File: config.mk
export PLATFORM = sky130hd
export DESIGN_NAME = sw_job_scheduler
export DESIGN_NICKNAME = d
export VERILOG_FILES = /design/src/rtl/sw_sched_pkg.sv /design/src/rtl/sw_job_fifo.sv /design/src/rtl/sw_job_scheduler.sv
export SDC_FILE = /design/constraint.sdc
export NUM_CORES = 1
export LEC_CHECK = 0
export BUFFER_PORTS_ARGS = -buffer_cell sky130_fd_sc_hd__buf_2
export CORE_ASPECT_RATIO = 1.75
export CORE_MARGIN = 2
export CORE_UTILIZATION = 25
export CTS_BUF_LIST = sky130_fd_sc_hd__clkbuf_4 sky130_fd_sc_hd__clkbuf_8
export DETAILED_ROUTE_END_ITERATION = 7
export GPL_TIMING_DRIVEN = 0
export PLACE_DENSITY = 0.53
export SYNTH_ARGS = -nofsm -noshare
export SYNTH_HDL_FRONTEND = slang
export SYNTH_SLANG_ARGS = --single-unit
File: constraint.sdc
create_clock -name clk -period 2.9 [get_ports clk]
set_input_delay 0.58 -clock clk [delete_from_list [all_inputs] [get_ports clk]]
set_output_delay 0.58 -clock clk [all_outputs]
set_load 0.01 [all_outputs]
File: src/rtl/sw_sched_pkg.sv
// Shared definitions for the Smith-Waterman job scheduler.
// Holds the FSM state encoding, the job parameter layout (match, mismatch,
// -alpha, -beta nibbles), default guard/timeout constants and the engine
// result width.
package sw_sched_pkg;

    // Engine result width.
    localparam int unsigned VEF_BIT = 16;

    localparam int unsigned FIELD_W         = 4;
    localparam int unsigned PARAM_W         = 4 * FIELD_W;
    localparam int unsigned MATCH_LSB       = 12;
    localparam int unsigned MISMATCH_LSB    = 8;
    localparam int unsigned ALPHA_LSB       = 4;
    localparam int unsigned BETA_LSB        = 0;

    localparam int unsigned DEFAULT_GUARD   = 2;
    localparam int unsigned DEFAULT_TIMEOUT = 32'd1 << 24;

    // Field order mirrors the MATCH/MISMATCH/ALPHA/BETA bit positions above.
    typedef struct packed {
        logic [FIELD_W-1:0] match;
        logic [FIELD_W-1:0] mismatch;
        logic [FIELD_W-1:0] minus_alpha;
        logic [FIELD_W-1:0] minus_beta;
    } sw_param_t;

    typedef enum logic [2:0] {
        ST_IDLE,
        ST_SETT,
        ST_SETT_WAIT,
        ST_LOAD,
        ST_START,
        ST_RUN,
        ST_EMIT
    } sched_state_t;

endpackage

File: src/rtl/sw_job_fifo.sv
// Synchronous show-ahead FIFO holding queued scoring jobs.
// Ports:
//   clk, rst      : clock, synchronous active-high reset
//   push, wdata   : write request (ignored when full) and entry
//   pop           : retire the head entry (ignored when empty)
//   rdata         : current head entry, valid whenever !empty
//   full, empty   : occupancy flags derived from the entry count
//   fill          : number of stored entries
module sw_job_fifo #(
    parameter int unsigned DEPTH  = 4,
    parameter int unsigned WIDTH  = 8,
    localparam int unsigned PTR_W  = $clog2(DEPTH),
    localparam int unsigned FILL_W = PTR_W + 1
) (
    input  logic              clk,
    input  logic              rst,
    input  logic              push,
    input  logic [WIDTH-1:0]  wdata,
    input  logic              pop,
    output logic [WIDTH-1:0]  rdata,
    output logic              full,
    output logic              empty,
    output logic [FILL_W-1:0] fill
);

    logic [WIDTH-1:0] mem [DEPTH];
    logic [PTR_W-1:0] wr_ptr;
    logic [PTR_W-1:0] rd_ptr;
    logic             push_ok;
    logic             pop_ok;

    assign full    = (fill == FILL_W'(DEPTH));
    assign empty   = (fill == '0);
    assign push_ok = push && !full;
    assign pop_ok  = pop && !empty;
    assign rdata   = mem[rd_ptr];

    // Storage array; no reset needed since reads are gated by the count.
    always_ff @(posedge clk) begin
        if (push_ok) begin
            mem[wr_ptr] <= wdata;
        end
    end

    // Pointers wrap naturally because DEPTH is a power of two.
    always_ff @(posedge clk) begin
        if (rst) begin
            wr_ptr <= '0;
            rd_ptr <= '0;
            fill   <= '0;
        end else begin
            if (push_ok) begin
                wr_ptr <= wr_ptr + PTR_W'(1);
            end
            if (pop_ok) begin
                rd_ptr <= rd_ptr + PTR_W'(1);
            end
            fill <= fill + FILL_W'(push_ok) - FILL_W'(pop_ok);
        end
    end

endmodule

File: src/rtl/sw_job_scheduler.sv
// Job sequencer in front of the Smith-Waterman engine wrapper.
// Queues tagged jobs, issues set_t / start_cal strobes with each job's
// scoring parameters, captures the engine result and returns it with the
// job tag. A cycle watchdog aborts jobs whose engine never goes idle.
// Ports:
//   clk, rst                         : clock, synchronous active-high reset
//   i_job_valid/o_job_ready          : job push handshake
//   i_job_tag/i_job_param/i_job_load_t: job payload
//   o_set_t, o_start_cal             : one-cycle engine strobes
//   o_match..o_minusBeta             : engine scoring parameters
//   i_busy, i_valid, i_result        : engine status and result
//   o_res_valid/i_res_ready          : result handshake
//   o_res_tag/o_res_data/o_res_err   : result payload
//   o_idle                           : queue empty and sequencer idle
module sw_job_scheduler
    import sw_sched_pkg::*;
#(
    parameter int unsigned DEPTH    = 4,
    parameter int unsigned TAG_W    = 4,
    parameter int unsigned RESULT_W = VEF_BIT,
    parameter int unsigned GUARD    = DEFAULT_GUARD,
    parameter int unsigned TIMEOUT  = DEFAULT_TIMEOUT
) (
    input  logic                clk,
    input  logic                rst,
    input  logic                i_job_valid,
    output logic                o_job_ready,
    input  logic [TAG_W-1:0]    i_job_tag,
    input  logic [PARAM_W-1:0]  i_job_param,
    input  logic                i_job_load_t,
    output logic                o_set_t,
    output logic                o_start_cal,
    output logic [FIELD_W-1:0]  o_match,
    output logic [FIELD_W-1:0]  o_mismatch,
    output logic [FIELD_W-1:0]  o_minusAlpha,
    output logic [FIELD_W-1:0]  o_minusBeta,
    input  logic                i_busy,
    input  logic                i_valid,
    input  logic [RESULT_W-1:0] i_result,
    output logic                o_res_valid,
    input  logic                i_res_ready,
    output logic [TAG_W-1:0]    o_res_tag,
    output logic [RESULT_W-1:0] o_res_data,
    output logic                o_res_err,
    output logic                o_idle
);

    localparam int unsigned ENTRY_W = TAG_W + PARAM_W + 1;
    localparam int unsigned CNT_W   = $clog2(TIMEOUT + 1);
    localparam int unsigned FILL_W  = $clog2(DEPTH) + 1;

    sched_state_t        state, state_n;
    logic [CNT_W-1:0]    cnt, cnt_n;
    logic                t_loaded, t_loaded_n;
    logic                res_latched, res_latched_n;
    logic [RESULT_W-1:0] res_hold, res_hold_n;
    sw_param_t           params, params_n;
    logic [TAG_W-1:0]    res_tag_n;
    logic [RESULT_W-1:0] res_data_n;
    logic                res_err_n;
    logic                pop_c;
    logic [FILL_W-1:0]   fill_n;

    logic [ENTRY_W-1:0]  head_entry;
    logic [TAG_W-1:0]    head_tag;
    sw_param_t           head_param;
    logic                head_load_t;
    logic                full;
    logic                empty;
    logic [FILL_W-1:0]   fill;
    logic                push_ok;
    logic                guard_done;
    logic                timed_out;

    sw_job_fifo #(
        .DEPTH (DEPTH),
        .WIDTH (ENTRY_W)
    ) u_fifo (
        .clk   (clk),
        .rst   (rst),
        .push  (i_job_valid),
        .wdata ({i_job_tag, i_job_param, i_job_load_t}),
        .pop   (pop_c),
        .rdata (head_entry),
        .full  (full),
        .empty (empty),
        .fill  (fill)
    );

    assign {head_tag, head_param, head_load_t} = head_entry;
    assign push_ok    = i_job_valid && !full;
    assign guard_done = (cnt >= CNT_W'(GUARD));
    assign timed_out  = (cnt >= CNT_W'(TIMEOUT - 1));

    assign o_match      = params.match;
    assign o_mismatch   = params.mismatch;
    assign o_minusAlpha = params.minus_alpha;
    assign o_minusBeta  = params.minus_beta;

    // Next-state, datapath and registered-output logic.
    always_comb begin
        state_n       = state;
        cnt_n         = '0;
        t_loaded_n    = t_loaded;
        res_latched_n = res_latched;
        res_hold_n    = res_hold;
        params_n      = params;
        res_tag_n     = o_res_tag;
        res_data_n    = o_res_data;
        res_err_n     = o_res_err;
        pop_c         = 1'b0;

        case (state)
            ST_IDLE: begin
                if (!empty) begin
                    state_n = (head_load_t || !t_loaded) ? ST_SETT : ST_LOAD;
                end
            end
            ST_SETT: begin
                state_n = ST_SETT_WAIT;
            end
            ST_SETT_WAIT: begin
                if (guard_done && !i_busy) begin
                    t_loaded_n = 1'b1;
                    state_n    = ST_LOAD;
                end else if (timed_out) begin
                    pop_c      = 1'b1;
                    t_loaded_n = 1'b0;
                    res_tag_n  = head_tag;
                    res_data_n = '0;
                    res_err_n  = 1'b1;
                    state_n    = ST_EMIT;
                end
            end
            ST_LOAD: begin
                state_n = ST_START;
            end
            ST_START: begin
                res_latched_n = 1'b0;
                state_n       = ST_RUN;
            end
            ST_RUN: begin
                // Only the first engine valid of a job is kept.
                if (i_valid && !res_latched) begin
                    res_latched_n = 1'b1;
                    res_hold_n    = i_result;
                end
                if (guard_done && !i_busy) begin
                    pop_c     = 1'b1;
                    res_tag_n = head_tag;
                    state_n   = ST_EMIT;
                    if (res_latched) begin
                        res_data_n = res_hold;
                        res_err_n  = 1'b0;
                    end else if (i_valid) begin
                        // Valid and busy-low together still count as a result.
                        res_data_n = i_result;
                        res_err_n  = 1'b0;
                    end else begin
                        res_data_n = '0;
                        res_err_n  = 1'b1;
                    end
                end else if (timed_out) begin
                    pop_c      = 1'b1;
                    t_loaded_n = 1'b0;
                    res_tag_n  = head_tag;
                    res_data_n = '0;
                    res_err_n  = 1'b1;
                    state_n    = ST_EMIT;
                end
            end
            ST_EMIT: begin
                if (i_res_ready) begin
                    state_n = ST_IDLE;
                end
            end
            default: begin
                state_n = ST_IDLE;
            end
        endcase

        // One counter serves both the guard window and the watchdog.
        if ((state_n == state) && ((state == ST_SETT_WAIT) || (state == ST_RUN))) begin
            cnt_n = cnt + CNT_W'(1);
        end

        // Parameters go out on entry to LOAD so they lead start_cal by a cycle.
        if (state_n == ST_LOAD) begin
            params_n = head_param;
        end

        fill_n = fill + FILL_W'(push_ok) - FILL_W'(pop_c);
    end

    // State, datapath and output registers.
    always_ff @(posedge clk) begin
        if (rst) begin
            state       <= ST_IDLE;
            cnt         <= '0;
            t_loaded    <= 1'b0;
            res_latched <= 1'b0;
            res_hold    <= '0;
            params      <= '0;
            o_set_t     <= 1'b0;
            o_start_cal <= 1'b0;
            o_res_valid <= 1'b0;
            o_res_tag   <= '0;
            o_res_data  <= '0;
            o_res_err   <= 1'b0;
            o_job_ready <= 1'b1;
            o_idle      <= 1'b1;
        end else begin
            state       <= state_n;
            cnt         <= cnt_n;
            t_loaded    <= t_loaded_n;
            res_latched <= res_latched_n;
            res_hold    <= res_hold_n;
            params      <= params_n;
            o_set_t     <= (state_n == ST_SETT);
            o_start_cal <= (state_n == ST_START);
            o_res_valid <= (state_n == ST_EMIT);
            o_res_tag   <= res_tag_n;
            o_res_data  <= res_data_n;
            o_res_err   <= res_err_n;
            o_job_ready <= (fill_n != FILL_W'(DEPTH));
            o_idle      <= (state_n == ST_IDLE) && (fill_n == '0);
        end
    end

endmodule
Word level (Yosys, flattened, before mapping) --
Memory sizes are Yosys's and may differ from the RTL's. A register that Yosys moved wholly into a read port is not among the register bits. Cells that the tools add are included.
Word-level totals: bits of input ports 43, logic and storage cells 107, memories 1, register bits 95, output and inout port bits 42, bits in writable memories 84
Memories:
- u_fifo.mem | words 4, width 21, read ports 1, clocked after memory_dff 1, wr ports 1, line sw_job_fifo.sv:26 | logic [WIDTH-1:0] mem [DEPTH];
Cells by class: muxes and demuxes 37, bitwise gates (word level) 1, reductions and logical operators 24, equal/unequal tests 16, magnitude comparators 2, add/subtract/negate cells 6
Operator list (number):
- 2-to-1 mux 16 bit | 5
- one-hot mux 16 bit (2 select lines) | 1
- adder 25 x 1 -> 25 bit, second input constant | 1
- greater-or-equal comparator 25 x 2 -> 1 bit, second input constant | 1
- greater-or-equal comparator 25 x 24 -> 1 bit, second input constant | 1
- one-hot mux 3 bit (7 select lines) | 1
- equality test 3 bit, second input constant | 6
- 2-to-1 mux 3 bit | 5
- 2-to-1 mux 1 bit | 14
- logical NOT 3 bit | 4
- 2-to-1 mux 4 bit | 3
- equality test 3 x 2 -> 1 bit, second input constant | 3
- one-hot mux 1 bit (2 select lines) | 4
- one-hot mux 4 bit (2 select lines) | 1
- AND reduction 2 bit | 4
- equality test 3 x 1 -> 1 bit, second input constant | 2
- logical AND 1 bit | 6
- 2-to-1 mux 2 bit | 3
- inequality test 2 bit, second input constant | 3
- subtractor 3 x 1 -> 3 bit | 2
- logical NOT 1 bit | 5
- adder 2 x 1 -> 2 bit, second input constant | 2
- nonzero test 2 bit | 2
- adder 3 x 1 -> 3 bit | 1
- other kinds (5) | 6

Longest topological paths before layout --
depth in word-level cells 9, depth in mapped cells 12, depth with buffers taken out 11

Cells and area by module --
Synthesis repeated with hierarchy kept, for this count alone.
Second synthesis, totals: cells, all modules 595, area total of the unflattened synthesis 7387.1 um^2
By module, submodules not included:
- sw_job_scheduler | cells an instance 435, area an instance 3882.5 um^2, instances 1
- sw_job_fifo | cells an instance 160, area an instance 3504.6 um^2, instances 1

Worst setup path before layout --
OpenSTA, ideal clock, no wires.
path kind register to register, from register cnt[1], to register o_idle, data required time 2.784 ns, library setup time 0.116 ns, data arrival time 2.444 ns, stages on the path, launching flop included 11, slack 0.339 ns, clock period less this slack 2.561 ns, buffers on the path 1, path through dfxtp_1 -> ha_1 -> nand2_1 -> a211o_1 -> o41a_4 -> or3_1 -> buf_6 -> nand2_1 -> ha_1 -> nor2b_1 -> a41o_1
Between the ends: cells in the longest elaborated chain, start to end 7
Ends and longest elaborated chain:
- from (decl) | line sw_job_scheduler.sv:53 | logic [CNT_W-1:0] cnt, cnt_n;
- from (signal assigned) | line sw_job_scheduler.sv:214 | cnt <= cnt_n;
- greater-or-equal comparator 25 x 24 -> 1 bit or greater-or-equal comparator 25 x 2 -> 1 bit (tied branches) | line sw_job_scheduler.sv:93, sw_job_scheduler.sv:92
- 2-to-1 mux 1 bit or logical AND 1 bit (tied branches)
- 2-to-1 mux 1 bit, on equally long branches | line sw_job_scheduler.sv:148, sw_job_scheduler.sv:123
- one-hot mux 1 bit (2 select lines) | line sw_job_scheduler.sv:113 | case (state)
- subtractor 3 x 1 -> 3 bit | line sw_job_scheduler.sv:192 | fill_n = fill + FILL_W'(push_ok) - FILL_W'(pop_c);
- logical NOT 3 bit | line sw_job_scheduler.sv:226 | o_idle <= (state_n == ST_IDLE) && (fill_n == '0);
- logical AND 1 bit * | line sw_job_scheduler.sv:226
- to (signal assigned) | line sw_job_scheduler.sv:226
- to (decl) | line sw_job_scheduler.sv:45 | output logic o_idle
Mark *: on every way between the ends. The rest lies on a longest branch, timed or not. A chain may end at the register's enable or synchronous reset.

Worst setup path in the final report --
Ends and elaborated chain as after synthesis.

==> flow_summary_export.csv <==
group,metric,value,unit
clock_network,cts_buffer_depth,2,
yosys,syn_area,0.00736,mm^2
sta,hold_violations,0,
floorplanning,coreArea,0.0292,mm^2
yosys,synth_flop_cell,"dfxtp_1",
status,status,"finished, final reports clean",
finish,finalNonFillerCells,1121,
sta,worst-slew-pin-transition,1.18,ns
floorplanning,io_pins,85,
floorplanning,start_util,0.252,
clock_network,post_cts_buffers,0,
clock_network,cts_root_buf,"clkbuf_8",
floorplanning,core.rowCount,83,
pwr,p_leak,2.98,nW
global_routing,grt_pass1_wl,28.6,mm
yosys,synth-edff-count,84,
worst_setup_path,cp_data_arrival_time,3.15,ns
global_routing,grt_usage,0.123,
global_routing,first_global_vias,5241,
yosys,synth-seq-cells,181,
global_routing,overflow,0,
sta,rsz0062_at_grt,"no",
yosys,synthArstFlopShare,0,
placed_design,dp_cells,1088,
floorplanning,die_x,134,um
worst_setup_path,cp_top_family,"compound AO/OA/AOI/OAI gates",
sta,tns,0,ns
yosys,yosys.area.top_type,"edfxtp_1",
pwr,totalPowerFinal,5.54,mW
routing,ant_nets,0,
yosys,synth_area_per_cell,11.8,um^2
finish,layout.nets,779,
yosys,synth_top_area_share,0.343,
yosys,synth_area_leaders,"edfxtp_1, dfxtp_1, mux4_2",
clock_network,cts_buffers,17,
routing,wl,18.1,mm
worst_setup_path,critPathCaptureType,"flip-flop",
sta,final.period_utilization,0.959,
clock_network,clock_latency,0.50,ns
routing,vias,5079,
sta,fin_crit,2.78,ns
yosys,synth_seq_area_share,0.607,
worst_setup_path,path_buf_inv,1,
sta,max_freq,359,MHz
yosys,syn_inst,622,
floorplanning,die_y,231,um
finish,area_growth,18.5,%
clock_network,cts_sinks,181,
floorplanning,die_area,0.0309,mm^2
worst_setup_path,path_max_fanout,6,
job,maxCapViolations,0,
worst_setup_path,slowest_stage,"o41a_4",
sta,slew_headroom,0.211,
clock_network,path_clk_slew,0.11,ns
routing,wl_per_cell,16.2,um
worst_setup_path,path_cells,"ha_1 > nand2_1 > a211o_1 > o41a_4 > or3_1 > buf_6 > nand2_1 > ha_1 > nor2b_1 > a41o_1",
routing,via_per_inst,4.53,
pwr,p_per_area,635,mW/mm^2
yosys,synth_cell_type_count,57,
pwr,vdd_drop_max,0.333,mV
sta,timing.hold.ws,0.291,ns
placed_design,gp_congestion,0.765,
clock_network,cts_tree,"yes",
hold_path,hold_path_class,"in2reg",
routing,drcViolationCount,0,
routing,drtPass1Iterations,4,
clock_network,htreeDepth,4,
worst_setup_path,crit_required,3.27,ns
sta,slew_violations,0,
sta,fin_worst_skew,0.0175,ns
sta,setup_viol,0,
routing,drtIter0Drc,286,
yosys,syn_nets,676,
placed_design,portBuffers,84,
global_routing,antenna_found_initial,2,
worst_setup_path,cp-start-kind,"flip-flop",
finish,fillers,3010,
finish,drive_gt1_frac,0.211,
global_routing,grt_max_degree,22,
yosys,yosysWarnings,0,
worst_setup_path,cpPeakStageDelay,0.41,ns
worst_setup_path,critPathKind,"reg2reg",
finish,fin_util,0.299,
placed_design,hpwl,13.2,mm
## layer usage
| layer | vias up | track usage | routed length [um] |
|---|---|---|---|
| li1 | 2487 | - | - |
| met1 | 2467 | 0.134 | 7310 |
| met2 | 94 | 0.226 | 9780 |
| met3 | 29 | 0.0266 | 540 |
| met4 | 2 | 0.0565 | 482 |
| met5 | - | 0 | 10 |
## report_power, final
part           internal (mW)  total, mW  switching [mW]
Sequential              2.81       2.87          0.0585
Combinational          0.257      0.754           0.497
Clock                  0.893       1.92            1.02
Total                   3.96       5.54            1.58
## cells in the final DEF, fill, tap and decap left out, types with 4 or more instances in the layout
cell	count
inv_1	8
nand2_1	80
ha_1	11
o21ai_0	24
xnor2_1	10
or3_1	4
nand3_1	15
nor2b_1	6
o211ai_1	16
xor2_1	15
edfxtp_1	84
and2_1	4
buf_2	87
nor2_1	58
and3_1	4
o31ai_1	16
mux4_2	21
nor4_1	7
dfxtp_1	95
nor3_1	5
clkbuf_1	30
nand4_1	4
a32oi_1	16
clkbuf_8	17
a21oi_1	43
## state kept, by name, indices dropped and copies added, names as in the netlist, 16 cells and up, named ones only
name,flops
cnt,25
o_res_data,16
res_hold,16
u_fifo.mem,84
## cells by family after synthesis
logic type,after synthesis,share of synthesized area
compound gates,134,0.123
xor+xnor,25,0.0298
fa+ha+maj,11,0.0187
buf+inv,45,0.0265
flops,181,0.607
mux,25,0.0702
other cells,1,0.000510
simple gates,200,0.124
## layout make-up
class                      count  area (um^2)  share of cell area
tap                          382          478              0.0548
sequential                   181         4470               0.512
buffer                        37          165              0.0189
multi-input combinational    396         2710               0.310
timing repair buffer          84          420              0.0482
antenna                        1         2.50            0.000287
inverter                       8         30.0             0.00344
clock inverter                15          216              0.0248
clock buffer                  17          234              0.0268
## synthesized netlist by cell type, types with 2 or more instances
cell type	instances
nand3_1	15
buf_2	3
and2_1	4
or3_1	4
inv_1	8
nor2_1	58
nand4_1	4
mux4_2	21
nand2b_1	2
xor2_1	15
o21ai_0	24
and3_1	4
a32oi_1	16
clkbuf_1	30
nand2_1	80
mux2_1	2
nor3_1	5
nor2b_1	6
nor3b_1	3
a21oi_1	43
dfxtp_1	97
buf_6	3
xnor2_1	10
nand3b_1	2
ha_1	11
o211ai_1	16
nor4_1	7
o31ai_1	16
o21bai_1	2
edfxtp_1	84
## per-stage QoR
stage               area (um^2)  worst slack (ns)
finish                     8720             0.118
CTS                        8710           0.00618
detailed placement         8260            -0.215
global placement           8260            -0.303
global route               8720           0.00128
floorplan                  7360             0.339
## repair_timing
item / 4_1_cts / 5_1_grt
hold buffers: 0 / 0
setup endpoints to repair: 19 / 2
pin swaps: 0 / 1
gates resized for setup: 1 / 2
## worst paths after layout
path                   start                end  slack [ns]  cells after the start
max                   cnt[1]             o_idle        0.12                     10
min          i_job_param[10]  u_fifo.mem[1][11]        0.29                      1
min reg2reg           cnt[0]             cnt[0]        0.44                      1
max reg2reg           cnt[1]             o_idle        0.12                     10
(Power assumes the default switching activity.)
